--- src/rtl/register_file_pkg.sv ---
// register_file_pkg: shared widths and the hardwired-zero register address
package register_file_pkg;
    localparam int DWIDTH_DEF = 32;
    localparam int AWIDTH_DEF = 5;
    localparam int unsigned REG_ZERO = 0;
endpackage

--- src/rtl/register_file_read_port.sv ---
// regfile_read_port: combinational read mux with same-cycle write bypass
module regfile_read_port
    import register_file_pkg::*;
#(
    parameter int DWIDTH = DWIDTH_DEF,
    parameter int AWIDTH = AWIDTH_DEF
) (
    input  logic [AWIDTH-1:0] addr,
    input  logic [DWIDTH-1:0] row,
    input  logic              wr_en,
    input  logic [AWIDTH-1:0] wr_addr,
    input  logic [DWIDTH-1:0] wr_data,
    output logic [DWIDTH-1:0] data
);
    logic is_zero;
    logic hit;
    assign is_zero = addr == AWIDTH'(REG_ZERO);
    assign hit     = wr_en && !is_zero && wr_addr == addr;
    assign data    = hit ? wr_data : is_zero ? '0 : row;
endmodule

--- src/rtl/register_file.sv ---
// register_file: 2**AWIDTH x DWIDTH MIPS register file, $zero hardwired, write-to-read bypass
module register_file
    import register_file_pkg::*;
#(
    parameter int DWIDTH = DWIDTH_DEF,
    parameter int AWIDTH = AWIDTH_DEF
) (
    input  logic              r_clk,
    input  logic              r_rst,
    input  logic              r_wr_en,
    input  logic [AWIDTH-1:0] r_addr_in,
    input  logic [DWIDTH-1:0] r_data_in,
    input  logic [AWIDTH-1:0] r_addr_out1,
    output logic [DWIDTH-1:0] r_data_out1,
    input  logic [AWIDTH-1:0] r_addr_out2,
    output logic [DWIDTH-1:0] r_data_out2
);
    logic [DWIDTH-1:0] mem_q [2**AWIDTH];
    logic              wr_act;
    // gating with r_rst keeps the bypass from leaking data while held in reset
    assign wr_act = r_wr_en && r_rst;
    always_ff @(posedge r_clk or negedge r_rst) begin
        if (!r_rst)
            mem_q <= '{default: '0};
        else if (r_wr_en && r_addr_in != AWIDTH'(REG_ZERO))
            mem_q[r_addr_in] <= r_data_in;
    end
    regfile_read_port #(.DWIDTH(DWIDTH), .AWIDTH(AWIDTH)) u_rd1 (
        .addr    (r_addr_out1),
        .row     (mem_q[r_addr_out1]),
        .wr_en   (wr_act),
        .wr_addr (r_addr_in),
        .wr_data (r_data_in),
        .data    (r_data_out1)
    );
    regfile_read_port #(.DWIDTH(DWIDTH), .AWIDTH(AWIDTH)) u_rd2 (
        .addr    (r_addr_out2),
        .row     (mem_q[r_addr_out2]),
        .wr_en   (wr_act),
        .wr_addr (r_addr_in),
        .wr_data (r_data_in),
        .data    (r_data_out2)
    );
endmodule

--- config.mk ---
export PLATFORM = sky130hd
export DESIGN_NAME = register_file
export DESIGN_NICKNAME = d
export VERILOG_FILES = /design/src/rtl/register_file_pkg.sv /design/src/rtl/register_file_read_port.sv /design/src/rtl/register_file.sv
export SDC_FILE = /design/constraint.sdc
export NUM_CORES = 2
export LEC_CHECK = 0
export CAP_MARGIN = 20
export CORE_ASPECT_RATIO = 1.4
export CORE_MARGIN = 2
export CORE_UTILIZATION = 56
export DETAILED_ROUTE_END_ITERATION = 7
export PLACE_DENSITY_LB_ADDON = 0.1
export RECOVER_POWER = 50
export SLEW_MARGIN = 15
export SYNTH_ARGS = -nofsm -noshare
export SYNTH_HDL_FRONTEND = slang
export SYNTH_HIERARCHICAL = 1
export SYNTH_SLANG_ARGS = --single-unit
export TNS_END_PERCENT = 30
--- constraint.sdc ---
create_clock -name r_clk -period 3 [get_ports r_clk]
set_input_delay 0.9 -clock r_clk [delete_from_list [all_inputs] [get_ports r_clk]]
set_output_delay 0.9 -clock r_clk [all_outputs]
set_load 0.02 [all_outputs]
==> flow_metrics.env <==
export IMPL_rsz0062_at_grt="yes"
export IMPL_multi_input_area_sq_mm=0.03021
export IMPL_hold_path_class="flip-flop to flip-flop"
export IMPL_ys_warn_count=6
export IMPL_coreArea_sq_mm=0.1008
export IMPL_synth_nets=4907
export IMPL_clock_path_buffers=3
export IMPL_syn2layout_area_growth_pct=23.36
export IMPL_final_seq_area_sq_mm=0.02562
export IMPL_worst_ep_arrival_time_ns=2.96
export IMPL_drt_wl_total_um=201500
export IMPL_reg2reg_slack_ns=2.19
export IMPL_synthCells=4857
export IMPL_fin_util_pct=69.53
export IMPL_worstMarginPinSlew_ns=1.647
export IMPL_fmax_ghz=0.2588
export IMPL_path_class="primary input to output pin"
export IMPL_required_ns=2.10
export IMPL_synth_area_sq_mm=0.05684
export IMPL_fin_crit_sh_pct=128.8
export IMPL_via_per_inst=6.600
export IMPL_worstHoldStart="mem_q[994]$_DFFE_PN0P_"
export IMPL_final_area_sq_mm=0.07012
export IMPL_worst_path_max_fanout=8
export IMPL_n_fill_cell=7388
export IMPL_initial_core_util_pct=56.37
export IMPL_relSlewSlack_pct=-9.805
export IMPL_worst_slack_ns=-0.8640
export IMPL_worstHoldPathCells=0
export IMPL_grt_overflow=0
export IMPL_cts_tree="yes"
export IMPL_ios=114
export IMPL_grt_max_degree=171
export IMPL_tns_ns=-74.64
export IMPL_fp_row_count=138
export IMPL_fp_dieArea_sq_mm=0.1041
export IMPL_grt_pass1_vias=44160
export IMPL_grtUsageTotal_pct=37.86
export IMPL_largestRegisters="mem_q: 1024 flops"
export IMPL_clk_pin_slew_ns=0.06
export IMPL_synth_avg_cell_area_sq_um=11.70
export IMPL_violations="max-slew violations, negative setup slack"
export IMPL_antenna_found_initial=4
export IMPL_nNetsFinal=5306
export IMPL_placed_cell_area_sq_mm=0.06495
export IMPL_gp_congestion=0.8924
export IMPL_drive_above_1_share_pct=39.43
export IMPL_synth_seq_cells=1024
export IMPL_hold_viol_final=0
export IMPL_cts_hold_buf=0
export IMPL_chipWidth_um=273.3
export IMPL_regMostFlops="mem_q"
export IMPL_route_detailed_drc=0
export IMPL_powerDensity_mw_per_mm2=600.3
export IMPL_grt_pass1_wl_um=292700
export IMPL_ir_worst_vdd_mv=0.5216
export IMPL_start_kind="primary input"
export IMPL_cap_violations=0
export IMPL_largest_reg_flops=1024
export IMPL_vias=44070
export IMPL_portBuffers=113
export IMPL_finalCriticalPeriod_ns=3.864
export IMPL_yosysSeqAreaShare_pct=45.08
export IMPL_postRouteAntennaNets=0
export IMPL_dr_pass1_iters=6
export IMPL_die_y_um=381.0
export IMPL_hold_path_end="mem_q[994]$_DFFE_PN0P_"
export IMPL_status="complete, but fails checks"
export IMPL_clock_skew_ns=0
export IMPL_clock_sinks=1024
export IMPL_power_leakage_nw=33.33
export IMPL_cts_buffers=105
export IMPL_r2r_end="mem_q[553]$_DFFE_PN0P_"
export IMPL_drtIter0Drc=4360
export IMPL_wl_per_cell_um=30.17
export IMPL_rr_worst_depth=1
export IMPL_htree_levels=3
export IMPL_dpl_hpwl_um=126100
export IMPL_r2r_start="mem_q[553]$_DFFE_PN0P_"
export IMPL_cts_root_buffer="clkbuf_16"
export IMPL_worst_setup_path_end_kind="output pin"
export IMPL_synth_cell_types=34
export IMPL_clkLatencyLatePin_ns=0.71
export IMPL_setup_viol_count_final=241
export IMPL_final_max_slew_viol_count=156
## critical path, stage by stage
cell and delay, ns:
clkdlybuf4s50_1 0.49, buf_4 0.19, xnor2_1 0.20, and2_4 0.28
and2_4 0.32, buf_12 0.16, buf_16 0.16, o21ai_4 0.07
buf_2 0.15
## cells in the mapped netlist
library cell / n / area share (%)
a21oi_1: 192 / 1.7
a22o_1: 128 / 2.0
a22oi_1: 192 / 2.5
a31oi_1: 64 / 0.70
and2_1: 7 / 0.077
and2b_1: 2 / 0.026
and3_1: 1 / 0.011
buf_1: 29 / 0.19
buf_2: 175 / 1.5
buf_4: 57 / 0.75
buf_6: 3 / 0.059
clkbuf_1: 245 / 1.6
clkbuf_2: 2 / 0.018
dfrtp_1: 1024 / 45
mux2_1: 10 / 0.20
mux2_2: 980 / 19
mux2_4: 2 / 0.053
mux2i_1: 1024 / 18
nand2_1: 275 / 1.8
nand2b_1: 7 / 0.077
nand3_1: 196 / 1.7
nand4_1: 65 / 0.72
nand4b_1: 1 / 0.015
nor2_1: 18 / 0.12
nor2b_1: 10 / 0.11
nor3_1: 68 / 0.60
nor3_2: 1 / 0.018
nor4_4: 2 / 0.075
o21ai_0: 44 / 0.39
o21ai_1: 20 / 0.18
or2_2: 2 / 0.022
or3_1: 1 / 0.011
xnor2_1: 2 / 0.031
xor2_1: 8 / 0.12
## timing repair
action | in CTS | in global routing
pin swaps | 32 | 63
resized for setup | 432 | 129
setup buffers | 44 | 43
gates cloned | 14 | 9
endpoints found under the setup margin | 64 | 64
## power by group
group,switching (W),internal [W],leakage (nW)
logic,0.00451,0.00502,18.4
clock network,0.00591,0.00822,1.84
registers,0.00199,0.0164,13.1
## layer usage
layer  global-route usage (%)  vias to the layer above  wire length [um]
met4                    18.87                        6             12640
met3                    6.070                      608             17240
met5                        0                        -                44
met2                    59.65                     2026             92270
met1                    50.73                    22710             79260
li1                         -                    18710                 -
## per-stage QoR
stage	setup slack, ns	hold slack, ns	cells	total power, W
5_1_grt	-0.8445	0.4129	6677	0.04374
6_report	-0.8640	0.3974	6677	0.04209
3_5_place_dp	-1.711	0.3876	6375	0.02764
4_1_cts	-0.9156	0.2226	6627	0.04188
3_3_place_gp	-1.709	0.3850	6375	0.02731
2_1_floorplan	-0.07857	0.4488	4857	0.02435
## layout by cell type, fill, tap and decap left out, types with 13 or more instances in the layout
cell / synthesis / final
mux2i_1: 1024 / 1024
dfrtp_1: 1024 / 1024
mux2_2: 980 / 980
buf_4: 57 / 420
nand2_1: 275 / 238
a22oi_1: 192 / 188
a21oi_1: 192 / 183
nand3_1: 196 / 178
buf_12: 0 / 152
a22o_1: 128 / 128
clkbuf_16: 0 / 115
buf_6: 3 / 71
nand4_1: 65 / 65
o21ai_4: 0 / 64
a31oi_1: 64 / 54
nor3_1: 68 / 42
clkdlybuf4s50_1: 0 / 33
clkbuf_1: 245 / 30
clkbuf_2: 2 / 30
nand2_2: 0 / 28
clkinv_2: 0 / 28
clkbuf_8: 0 / 26
nor3_2: 1 / 25
buf_16: 0 / 20
nand3_2: 0 / 18
buf_2: 175 / 13
clkbuf_4: 0 / 13
## worst max-delay path by stage
stage,startpoint,endpoint,slack (ns),cells after the start
3_3_place_gp,r_addr_out2[0],r_data_out2[18],-1.71,12
2_1_floorplan,r_addr_out1[1],r_data_out1[23],-0.08,10
6_report,r_addr_in[0],r_data_out2[9],-0.86,9
3_5_place_dp,r_addr_out2[0],r_data_out2[18],-1.71,12
4_1_cts,r_addr_out1[2],r_data_out1[26],-0.92,15
5_1_grt,r_addr_in[0],r_data_out2[9],-0.84,9
## final cells by class
| class | instances | area share, % |
|---|---|---|
| diodes | 1 | 0.003569 |
| clock buffers | 145 | 4.393 |
| clock inverters | 52 | 0.8976 |
| multi-input cells | 3322 | 43.09 |
| flip-flops and latches | 1024 | 36.55 |
| well taps | 1330 | 2.373 |
| repair buffers | 803 | 12.70 |
## cells by family (layout without fill, tap and decap cells)
kind of cell    count (synthesis)  after routing  synth area share (%)
compound gates                640            640                 7.467
xor+xnor                       10             10                0.1541
simple gates                  656            656                 5.417
buf+inv                       511           1000                 4.180
other cells                     0              1                     0
mux                          2016           2016                 37.70
flops                        1024           1024                 45.08
(Power assumes the default switching activity.)
